### config.mk
export PLATFORM = sky130hd
export DESIGN_NAME = ahb_master_if
export DESIGN_NICKNAME = d
export VERILOG_FILES = /design/src/rtl/ahb_master_if.sv
export SDC_FILE = /design/constraint.sdc
export NUM_CORES = 1
export LEC_CHECK = 0
export CAP_MARGIN = 15
export CORE_UTILIZATION = 40
export DETAILED_ROUTE_END_ITERATION = 10
export HOLD_SLACK_MARGIN = 0.08
export PLACE_DENSITY_LB_ADDON = 0.2
export SLEW_MARGIN = 20
export SYNTH_ARGS = -nofsm -noshare
export SYNTH_HDL_FRONTEND = slang
export SYNTH_SLANG_ARGS = --single-unit
### constraint.sdc
create_clock -name hclk -period 5.7 [get_ports hclk]
set_input_delay 1.14 -clock hclk [delete_from_list [all_inputs] [get_ports hclk]]
set_output_delay 1.14 -clock hclk [all_outputs]
set_load 0.02 [all_outputs]
### src/rtl/ahb_master_if.sv
// ahb_master_if: single-beat AHB bus master engine.
// Takes one read/write command at a time from a local source, requests the bus,
// runs one NONSEQ address phase plus one data phase, and returns a response pulse.
// Optional feature macro: AHB_MASTER_RETRY_EN. When defined, ERROR responses are
// reissued up to MAX_RETRY times before completing with rsp_err.
module ahb_master_if #(
    parameter int ADDR_W    = 32,
    parameter int DATA_W    = 32,
    parameter int MAX_RETRY = 3
) (
    input  logic              hclk,
    input  logic              hreset,
    input  logic              cmd_valid,
    output logic              cmd_ready,
    input  logic              cmd_write,
    input  logic [1:0]        cmd_sel,
    input  logic [ADDR_W-1:0] cmd_addr,
    input  logic [DATA_W-1:0] cmd_wdata,
    output logic              hreq,
    input  logic              hgrant,
    output logic [1:0]        sel,
    output logic [ADDR_W-1:0] haddr,
    output logic              hwrite,
    output logic [1:0]        htrans,
    output logic [DATA_W-1:0] hwdata,
    input  logic              hready_out,
    input  logic              hresp,
    input  logic [DATA_W-1:0] hrdata,
    output logic              rsp_valid,
    output logic [DATA_W-1:0] rsp_rdata,
    output logic              rsp_err
);

    localparam logic [1:0] StIdle = 2'd0;
    localparam logic [1:0] StReq  = 2'd1;
    localparam logic [1:0] StAddr = 2'd2;
    localparam logic [1:0] StData = 2'd3;

    localparam logic [1:0] HtransIdle   = 2'b00;
    localparam logic [1:0] HtransNonseq = 2'b10;

    logic [1:0]        state_q, state_d;
    logic              write_q, write_d;
    logic [ADDR_W-1:0] addr_q, addr_d;
    logic [DATA_W-1:0] wdata_q, wdata_d;

    logic              hreq_d;
    logic [1:0]        sel_d;
    logic [ADDR_W-1:0] haddr_d;
    logic              hwrite_d;
    logic [1:0]        htrans_d;
    logic [DATA_W-1:0] hwdata_d;
    logic              rsp_valid_d;
    logic [DATA_W-1:0] rsp_rdata_d;
    logic              rsp_err_d;
    logic              can_retry;

`ifdef AHB_MASTER_RETRY_EN
    // Counter wide enough to hold MAX_RETRY, never zero width.
    localparam int RCNT_W = $clog2(MAX_RETRY + 2);
    localparam logic [RCNT_W-1:0] RetryLimit = RCNT_W'(MAX_RETRY);

    logic [RCNT_W-1:0] retry_q, retry_d;

    assign can_retry = (retry_q < RetryLimit);
`else
    assign can_retry = 1'b0;
`endif

    // Commands are only taken while the engine is idle.
    assign cmd_ready = (state_q == StIdle);

    // Next-state and next-output decode for the transfer sequence.
    always_comb begin
        state_d     = state_q;
        write_d     = write_q;
        addr_d      = addr_q;
        wdata_d     = wdata_q;
        hreq_d      = hreq;
        sel_d       = sel;
        haddr_d     = haddr;
        hwrite_d    = hwrite;
        htrans_d    = htrans;
        hwdata_d    = hwdata;
        rsp_valid_d = 1'b0;
        rsp_rdata_d = rsp_rdata;
        rsp_err_d   = rsp_err;
`ifdef AHB_MASTER_RETRY_EN
        retry_d     = retry_q;
`endif
        case (state_q)
            StIdle: begin
                if (cmd_valid) begin
                    state_d = StReq;
                    write_d = cmd_write;
                    addr_d  = cmd_addr;
                    wdata_d = cmd_wdata;
                    hreq_d  = 1'b1;
                    sel_d   = cmd_sel;
`ifdef AHB_MASTER_RETRY_EN
                    retry_d = '0;
`endif
                end
            end
            StReq: begin
                if (hgrant) begin
                    state_d  = StAddr;
                    haddr_d  = addr_q;
                    hwrite_d = write_q;
                    htrans_d = HtransNonseq;
                end
            end
            StAddr: begin
                // Address phase lasts exactly one cycle; write data follows.
                state_d  = StData;
                haddr_d  = '0;
                hwrite_d = 1'b0;
                htrans_d = HtransIdle;
                hwdata_d = write_q ? wdata_q : '0;
            end
            StData: begin
                if (hready_out) begin
                    if (!hresp) begin
                        state_d     = StIdle;
                        hreq_d      = 1'b0;
                        rsp_valid_d = 1'b1;
                        rsp_err_d   = 1'b0;
                        rsp_rdata_d = write_q ? '0 : hrdata;
                    end else if (can_retry) begin
                        // Keep hreq high and go back to reissue the same command.
                        state_d = StReq;
`ifdef AHB_MASTER_RETRY_EN
                        retry_d = retry_q + 1'b1;
`endif
                    end else begin
                        state_d     = StIdle;
                        hreq_d      = 1'b0;
                        rsp_valid_d = 1'b1;
                        rsp_err_d   = 1'b1;
                        rsp_rdata_d = '0;
                    end
                end
            end
            default: state_d = StIdle;
        endcase
    end

    // State, captured command and registered bus/response outputs.
    always_ff @(posedge hclk or posedge hreset) begin
        if (hreset) begin
            state_q   <= StIdle;
            write_q   <= 1'b0;
            addr_q    <= '0;
            wdata_q   <= '0;
            hreq      <= 1'b0;
            sel       <= 2'b00;
            haddr     <= '0;
            hwrite    <= 1'b0;
            htrans    <= HtransIdle;
            hwdata    <= '0;
            rsp_valid <= 1'b0;
            rsp_rdata <= '0;
            rsp_err   <= 1'b0;
        end else begin
            state_q   <= state_d;
            write_q   <= write_d;
            addr_q    <= addr_d;
            wdata_q   <= wdata_d;
            hreq      <= hreq_d;
            sel       <= sel_d;
            haddr     <= haddr_d;
            hwrite    <= hwrite_d;
            htrans    <= htrans_d;
            hwdata    <= hwdata_d;
            rsp_valid <= rsp_valid_d;
            rsp_rdata <= rsp_rdata_d;
            rsp_err   <= rsp_err_d;
        end
    end

`ifdef AHB_MASTER_RETRY_EN
    // Reissue counter, cleared on every accepted command.
    always_ff @(posedge hclk or posedge hreset) begin
        if (hreset) begin
            retry_q <= '0;
        end else begin
            retry_q <= retry_d;
        end
    end
`endif

endmodule

Word-level counts from Yosys, hierarchy flattened
Cells that the tools add are included.
{ "word_totals": {"regBits": 171, "latchBits": 0, "mem_bits_rw": 0, "romBits": 0, "inputBits": 105, "output_inout_bits": 105, "word_cells": 45, "memories": 0} }
{ "classes": {"n_addsub": 0, "mul": 0, "div": 0, "order_cmp": 0, "n_eq_ne": 6, "shifts": 0, "n_mux": 18, "n_bitwise": 0, "reduce_logical": 8} }
{ "op_table": {"columns": ["operator", "n"], "rows": [
  ["two-way mux 32 bit", 4],
  ["case mux 32 bit (2 select lines)", 1],
  ["case mux 2 bit (4 select lines)", 1],
  ["two-way mux 1 bit", 6],
  ["two-way mux 2 bit", 3],
  ["!= test 2 bit (second input constant)", 3],
  ["AND reduction 2 bit", 3],
  ["AND reduction 3 bit", 2],
  ["equality test 2 bit (second input constant)", 2],
  ["case mux 1 bit (2 select lines)", 2],
  ["case mux 2 bit (2 select lines)", 1],
  ["nonzero test 2 bit", 2],
  ["equality test 2 x 1 -> 1 bit (second input constant)", 1],
  ["logical NOT 2 bit", 1]
]} }

Longest topological paths before layout
Gate-level depths: netlist (run 1).
{ "logic_depth": {"word_depth": 3, "ltp_mapped": 8, "depth_no_buf": 5} }

Worst setup path after synthesis (run 1)
Ideal clock, no wire load.
{ "synth_path": {"kind": "input port to flip-flop", "start": "input cmd_valid", "end": "register sel[0]", "arrival_time_ns": 1.918, "t_required_ns": 5.572, "slack_ns": 3.654, "path_stages": 4, "n_path_buf": 2, "cell_sequence": "nand2_1 buf_2 buf_6 mux2_1"} }
{ "synth_between": {"elab_chain_len": 1} }
{ "synth_rtl": {"columns": ["element", "line_no", "source"], "rows": [
  ["start, declared", "13", "input logic cmd_valid,"],
  ["AND reduction 2 bit (no line)", null, null],
  ["end signal, assigned", "170", "sel <= sel_d;"],
  ["end, declared", "21", "output logic [1:0] sel,"]
]} }
No other way between the ends.
A chain may end at the register's enable or synchronous reset.

Worst setup path after layout (run 1)
{ "layout_path": {"start": "register state_q[0]", "end": "output cmd_ready"} }
{ "layout_between": {"elab_chain_len": 1} }
{ "layout_rtl": {"columns": ["element", "line_no", "source"], "rows": [
  ["start, declared", "42", "logic [1:0] state_q, state_d;"],
  ["start signal, assigned", "151", "state_q <= StIdle;"],
  ["start signal, assigned", "165", "state_q <= state_d;"],
  ["logical NOT 2 bit", "71", "assign cmd_ready = (state_q == StIdle);"],
  ["end, declared", "14", "output logic cmd_ready,"]
]} }
No other way between the ends.

==> results of run 1 <==
-- cells in the final DEF (no fill, tap or decap), types with 2 or more instances in the layout --
cell type	synthesis	layout
buf_12	0	2
ha_1	5	4
bufinv_16	0	2
clkinvlp_4	0	2
clkinv_2	0	5
buf_4	5	3
clkbuf_16	0	17
nand2b_1	34	34
inv_1	37	36
clkinv_4	0	3
clkdlybuf4s50_1	0	208
o21ai_1	67	67
clkbuf_8	0	4
a22o_1	32	32
nand2_1	67	66
mux2_1	68	68
dfrtp_1	170	170
-- cells by family after synthesis --
| logic type | Yosys count | synth area share (%) |
|---|---|---|
| other | 1 | 0.0568 |
| adders and majority gates | 5 | 0.948 |
| AOI/OAI and AO/OA | 102 | 9.71 |
| and+or+nand+nor | 106 | 7.53 |
| buffers and inverters | 70 | 5.14 |
| muxes | 71 | 12.1 |
| DFF | 170 | 64.5 |
-- cell usage after synthesis --
cell / count / share of area [%]
a221oi_2: 1 / 0.23
mux2i_1: 1 / 0.15
nor3_2: 1 / 0.15
a21oi_1: 1 / 0.076
inv_2: 1 / 0.057
nand2_2: 1 / 0.095
inv_1: 37 / 2.1
buf_6: 6 / 1.0
dfrtp_1: 170 / 64
clkbuf_1: 11 / 0.63
buf_2: 10 / 0.76
buf_4: 5 / 0.57
nor2b_1: 1 / 0.095
nand2b_1: 34 / 3.2
o21ai_0: 1 / 0.076
and2_1: 1 / 0.095
nand2_1: 67 / 3.8
mux2i_2: 1 / 0.21
ha_1: 5 / 0.95
nor2_1: 1 / 0.057
conb_1: 1 / 0.057
o21ai_1: 67 / 5.1
a22o_1: 32 / 4.2
mux2_2: 1 / 0.17
mux2_1: 68 / 12
-- sequential cells by signal (all words and copies together) (netlist names), 2 cells and up --
| register | count |
|---|---|
| rsp_rdata | 32 |
| addr_q | 32 |
| sel | 2 |
| hwdata | 32 |
| haddr | 32 |
| state_q | 2 |
| wdata_q | 32 |
-- through the flow --
stage / std cells / hold WS (ps) / total power [mW]
2_1_floorplan: 525 / 451 / 3.14
3_3_place_gp: 921 / 461 / 3.84
3_5_place_dp: 921 / 473 / 3.93
4_1_cts: 953 / 486 / 5.10
5_1_grt: 955 / 507 / 5.35
6_report: 955 / 482 / 5.03
-- tightest hold or removal path, cell delays in order (launching register included) --
cell and delay (ps):
dfrtp_1 340, nand2_1 50, o21ai_1 60
-- metal layers --
metal  vias up  part of all wire, %  wire length (um)  global-route usage, %
met4         0                 0.97               145                   5.27
met3        11                  7.3              1090                   6.39
met5         -                    0                 0                      0
met2       141                   49              7340                   30.1
met1      2222                   42              6320                   22.2
li1       2143                    -                 -                      -
-- power breakdown --
group | switching (mW) | internal [mW] | total [mW]
clock network | 0.454 | 0.690 | 1.14
logic | 1.00 | 0.919 | 1.92
registers | 0.258 | 1.70 | 1.96
total | 1.71 | 3.31 | 5.03
-- how the worst max path moves through the flow --
stage | start | to | slack [ps]
final | state_q[0] | cmd_ready | 2720
after global routing | state_q[0] | cmd_ready | 2640
after CTS | hready_out | rsp_rdata[9] | 2660
after detailed placement | hready_out | rsp_rdata[26] | 2210
after global placement | hready_out | rsp_rdata[10] | 2360
after floorplan | hreset | addr_q[0] | 2390
-- area by class of cell --
class,count,area (sq um)
fill,1333,6540
timing repair buffer,214,2160
inverter,38,146
tap,216,270
clock buffer,21,480
sequential,170,4250
multi-input combinational,285,2030
clock inverter,11,119
==> metrics, run 1 <==
Global Route Usage Sum=18.1%; port bufs=about 210; CTS Hold Bufs=0; clock root buffer=clkbuf_16; Final ANT Viol Nets=0; Post-CTS Resized=0; kind of end point of the critical path=output port; Pins Over Slew Limit=0; setup repair after global routing missed its margin=no; mapped cell area=6600 sq um; Final Wtd Congestion=0.724; FMAX=roughly 340 MHz; setup TNS=0 ps; Die Span X=130 um; first-pass GRT wire length=23.4 mm; Final Instance Area=9460 sq um; Layout area overhead=43.4%; Worst R2R Setup Slack=between 3000 and 4000 ps; Final Util=59.1%; P_leak=4.12 nW; initial antenna violation count=0; drt drc=0; vias in the first global route=4,602; Hold EP=hwdata[1]; final wirelength=14.9 mm; hold_sp=wdata_q[1]; Reg2Reg Depth=7; CP Max Fanout=4; CTS max path bufs=2; grt ovf=0; Max stage delay cell, worst path=clkdlybuf4s50_1; reg2reg start=state_q[0]; Post-DP HPWL=roughly 9.9 mm; Yosys warnings=0; Final Hold Viols=0; setup bufs post-CTS=0; die extent in y=between 100 and 150 um; critical path, cell by cell=inv_1, ha_1, clkdlybuf4s50_1; RR Endpoint=hwdata[29]; worst setup margin=2720 ps; Gate Count Post-Synth=525; status=completed; Worst path max stage delay=660 ps; I/O pin count=210; Initial DRT Pass Iterations=4; ANT cells=0; slew at the pin closest to its max-slew limit=980 ps; CP delay by family, top=buffers and inverters; Worst Path Arrival=1840 ps; Final Setup Violations=0; worst skew pair latency=410 ps; sequential share of the synthesized area=64.5%; clock skew=just over 8 ps; clk sink count=170; Starting Density=41.2%; fin crit share=52.3%; PD cells=531 nW/um^2; worst vdd ir=0.287 mV; Clk pin slew, worst setup/hold paths=60 ps; max-cap viol count=0; max_slew headroom=about a third; average wire per standard cell=15.6 um; dpl cell area=8820 sq um; Crit path buffers/inverters=2; HP Class=reg2reg; min Tclk post-route=about 3000 ps; Die Area=17,000 sq um; drt first-iter violations=166; routed vias/inst=between 4 and 5; crit path kind=reg2out; CTS tree=done; core area=between 15,000 and 20,000 sq um; Post-Syn Nets=635; largest net degree at the start of global routing=between 100 and 150; vias post-DR=4,517; share of layout cells above drive strength 1=6.36%; Rows=46; CTS buffer count=17; nets=between 800 and 900; CP Depth=3; hold depth=2; Required @ worst endpoint=4560 ps; Yosys cell types=25; crit path launch type=flop; Max H-tree Level=4; Avg Inst Size Synth=around 13 sq um; Yosys reg bits=170; Place WS=2210 ps
Power figures use the tool's default switching activity.
==> run 2, diff against run 1 <==
- clock period: 5.7 -> 2.5 ns (I/O delays scaled with it)
==> run 2 against run 1 <==
  * Critical endpoint unchanged
  * Worst hold slack improved by 1.8 ps
  * Largest cell class unchanged
  * Power rose by 130%
  * Global-route usage rose by 0.17 points
==> metrics, run 2 (synthesized netlist as in run 1, its figures left out) <==
status=completed; min Tclk post-route=2300 ps; drt drc=0; Final Wtd Congestion=0.746; Initial DRT Pass Iterations=4; average wire per standard cell=15.3 um; met3 Track Usage GR=7.33%; grt peak-use layer=met2; Layout area overhead=44.6%; Starting Density=about two fifths; CTS tree=done; CTS max path bufs=2; Clk pin slew, worst setup/hold paths=60 ps; clk sink count=170; Required @ worst endpoint=around 2000 ps; Clock power frac=22.5%; Worst path max stage delay=640 ps; switching share of power=34.4%; vias post-DR=4,510; non-filler cells in the finished layout=962; Final ANT Viol Nets=0; Total Power=11.5 mW; FMAX=435 MHz; routing usage on met2=31.4%; Post-DP HPWL=10.3 mm; RR Endpoint=wdata_q[3]; CTS buffer count=17; ANT cells=0; share of layout cells above drive strength 1=7.10%; Rows=46; Seq pwr share=38.8%; setup bufs post-CTS=0; P_leak=4.16 nW; grt ovf=0; HP Class=reg2reg; clock root buffer=clkbuf_16; kind of end point of the critical path=output port; nets=843; port bufs=208; most common cell after layout, fill and taps aside=clkdlybuf4s50_1; Pins Over Slew Limit=0; Max stage delay cell, worst path=clkdlybuf4s50_1; Hold EP=hwdata[31]; vias in the first global route=4,752; Worst Path Arrival=1800 ps; reg2reg start=state_q[0]; Post-CTS Resized=0; Placed Cells incl. Taps=between 900 and 1,000; critical path, cell by cell=inv_1, ha_1, clkdlybuf4s50_1; CTS Hold Bufs=0; initial antenna violation count=0; drt first-iter violations=approximately 190; crit path kind=reg2out; crit path launch type=flop; clock skew=8.15 ps; Die Span X=130 um; commonest non-fill, non-tap cells in the layout=clkdlybuf4s50_1 (208), dfrtp_1 (170), mux2_1 (68); largest net degree at the start of global routing=69; slew at the pin closest to its max-slew limit=679 ps; Net Switching=3.96 mW; Max H-tree Level=4; combinational share of power=around two fifths; CP delay by family, top=buffers and inverters; Final Setup Violations=0; routed vias/inst=4.69; max_slew headroom=54.6%; die extent in y=130 um; hold depth=2; Global Route Usage Sum=18.3%; I/O pin count=210; final wirelength=between 10 and 15 mm; PD cells=1210 nW/um^2; first-pass GRT wire length=23.6 mm; Crit path buffers/inverters=2; Reg2Reg Depth=5; Worst R2R Setup Slack=approximately 670 ps; setup repair after global routing missed its margin=no; routing usage on met1=between 20% and 30%; worst skew pair latency=between 400 and 500 ps; internal power=7.55 mW; Final Hold Viols=0; max-cap viol count=0; Die Area=17,000 sq um; core area=16,000 sq um; worst vdd ir=0.577 mV; hold_sp=wdata_q[31]; CP Max Fanout=4; fin crit share=92.0%
## run 2: worst max path at each step
stage / startpoint / to / cells past startpoint
after CTS: state_q[0] / cmd_ready / 3
after global placement: cmd_valid / wdata_q[16] / 4
after global routing: state_q[0] / cmd_ready / 3
after floorplan: hreset / addr_q[0] / 1
after detailed placement: cmd_valid / wdata_q[18] / 4
final: state_q[0] / cmd_ready / 3
## run 2: final cells by class
type | instances | area, sq um
Multi-Input combinational cell | 285 | 2030
Tap cell | 216 | 270
Inverter | 38 | 146
Fill cell | 1314 | 6460
Sequential cell | 170 | 4250
Timing Repair Buffer | 221 | 2250
Clock buffer | 19 | 443
Clock inverter | 13 | 143
## run 2: metal layers
metal / routed length [um] / vias up
met5: 0 / -
met2: 7360 / 143
met4: 175 / 0
met3: 1140 / 17
met1: 6020 / 2194
li1: - / 2156
## run 2: power groups by stage
| stage | clock network (mW) | logic [mW] | registers (mW) |
|---|---|---|---|
| 2_1_floorplan | 0 | 2.11 | 5.05 |
| 3_3_place_gp | 0 | 4.40 | 4.46 |
| 3_5_place_dp | 0 | 4.54 | 4.52 |
| 4_1_cts | 2.66 | 4.55 | 4.48 |
| 5_1_grt | 2.77 | 4.90 | 4.62 |
| 6_report | 2.59 | 4.46 | 4.47 |
## run 2: worst reg2reg max path, stage by stage (launching register included)
cell	delay, ps
dfrtp_1	380
inv_1	100
ha_1	270
nand2_4	280
buf_12	300
mux2_1	380
## run 2: through the flow
stage / hold WS (ps) / TNS [ps] / util, % / worst slack [ps] / area [sq um]
after global routing: 510 / 0 / 59.6 / 134 / 9540
after CTS: 487 / 0 / 59.6 / 159 / 9540
after global placement: 464 / 0 / 56.0 / 424 / 8950
after floorplan: 451 / -28680 / - / -169 / 6600
final: 484 / 0 / 59.6 / 200 / 9540
after detailed placement: 470 / 0 / 56.0 / 391 / 8950
==> run 3, diff against run 2 <==
- CAP_MARGIN: 15 -> 20
- CORE_UTILIZATION: 40 -> 42
==> run 3 against run 2 <==
  * Worst hold slack lost 14 ps
  * Final cell count shrank 0.42%
  * Core utilization rose by 3.1 points
  * Die area shrank 4.7%
  * Via count increased by 0.47%
  * Fmax decreased by 3.1%
  * Count of clock-buffer cells in the layout up 3
  * Global-route usage is 1.4 points higher
==> metrics, run 3 (synthesized netlist as in run 1, its figures left out) <==
dpl cell area=8940 sq um; CTS buffer count=17; die extent in y=127 um; routing usage on met2=31.4%; Final Setup Violations=0; setup bufs post-CTS=0; Critical path destination=cmd_ready; worst setup margin=126 ps; port bufs=208; vias in the first global route=4,743; Required @ worst endpoint=approximately 2000 ps; Worst Path Arrival=1870 ps; Starting Density=43.2%; FMAX=421 MHz; min Tclk post-route=about 2400 ps; Post-CTS Resized=0; Die Area=16,200 sq um; switching share of power=33.9%; Final Hold Viols=0; Seq pwr share=38.4%; CP Max Fanout=4; Rows=45; internal power=7.73 mW; CTS Hold Bufs=0; slew at the pin closest to its max-slew limit=525 ps; routed vias/inst=4.73; Final ANT Viol Nets=0; most common cell after layout, fill and taps aside=clkdlybuf4s50_1; Placed Cells incl. Taps=926; worst vdd ir=0.675 mV; Final Util=62.7%; fin crit share=95.0%; Global Route Usage Sum=roughly a fifth; Clock power frac=23.3%; kind of end point of the critical path=output port; first-pass GRT wire length=24.4 mm; grt peak-use layer=met2; Layout area overhead=45.0%; vias post-DR=around 4,500; Max H-tree Level=4; I/O pin count=210; commonest non-fill, non-tap cells in the layout=clkdlybuf4s50_1 (208), dfrtp_1 (170), mux2_1 (68); Clk pin slew, worst setup/hold paths=60 ps; share of layout cells above drive strength 1=7.23%; crit path kind=reg2out; ANT cells=0; RR Endpoint=addr_q[24]; final wirelength=approximately 15 mm; Worst R2R Setup Slack=720 ps; max_slew headroom=64.9%; P_leak=4.19 nW; combinational share of power=38.3%; Net Switching=3.96 mW; register area=4250 sq um; average wire per standard cell=about 16 um; Place WS=450 ps; Post-DP HPWL=10.5 mm; area of the multi-input gates=2030 sq um; nets=844; clock skew=about 6 ps; Die Span X=127 um; Initial DRT Pass Iterations=5; HP Class=in2async; worst skew pair latency=~420 ps; routing usage on met1=25.4%; Reg2Reg Depth=5; CTS max path bufs=2; non-filler cells in the finished layout=958; core area=15,300 sq um; Crit. Startpoint=state_q[0]; Final Instance Area=9570 sq um; grt ovf=0; initial antenna violation count=0; CTS tree=done; drt drc=0; PD cells=~1200 nW/um^2; max-cap viol count=0; met3 Track Usage GR=6.11%; clock root buffer=clkbuf_16; Pins Over Slew Limit=0; setup repair after global routing missed its margin=no; Final Wtd Congestion=0.715; crit path launch type=flop; drt first-iter violations=200; status=completed; filler instances=1,199; reg2reg start=state_q[0]; setup TNS=0 ps; clk sink count=170; largest net degree at the start of global routing=69
## run 3: routing by layer
metal,wire length (um),vias up
met2,7230,151
met4,210,0
li1,-,2161
met1,6620,2202
met3,1090,17
met5,0,-
## run 3: worst min-delay path by stage
stage / from / end / slack, ps / depth (start not counted)
floorplan: wdata_q[0] / hwdata[0] / 450 / 2
global placement: wdata_q[15] / hwdata[15] / 460 / 2
detailed placement: wdata_q[18] / hwdata[18] / 470 / 2
CTS: hreset / rsp_err / 470 / 2
global route: hreset / rsp_rdata[13] / 500 / 2
finish: hreset / hreq / 470 / 2
## run 3: metrics by stage
stage | power, mW | hold WS [ps]
finish | 11.7 | 470
global route | 12.4 | 501
CTS | 11.9 | 472
detailed placement | 9.07 | 467
global placement | 8.88 | 460
floorplan | 7.16 | 451
## run 3: cell type report
type                            count  share of cell area, %
Clock inverter                     10                   1.46
Timing Repair Buffer              222                   23.5
Inverter                           38                   1.53
Sequential cell                   170                   44.5
Multi-Input combinational cell    285                   21.2
Clock buffer                       22                   5.06
Tap cell                          211                   2.76
## run 3: power by group through the flow
stage	clock [mW]	sequential (mW)	combinational, mW
floorplan	0	5.05	2.11
global placement	0	4.47	4.40
detailed placement	0	4.53	4.54
CTS	2.79	4.51	4.56
global route	2.92	4.64	4.88
finish	2.73	4.49	4.47
## run 3: worst max-delay path, cell delays in order (launching register included)
cell,delay [ps]
dfrtp_1,400
inv_1,140
ha_1,240
clkdlybuf4s50_1,670
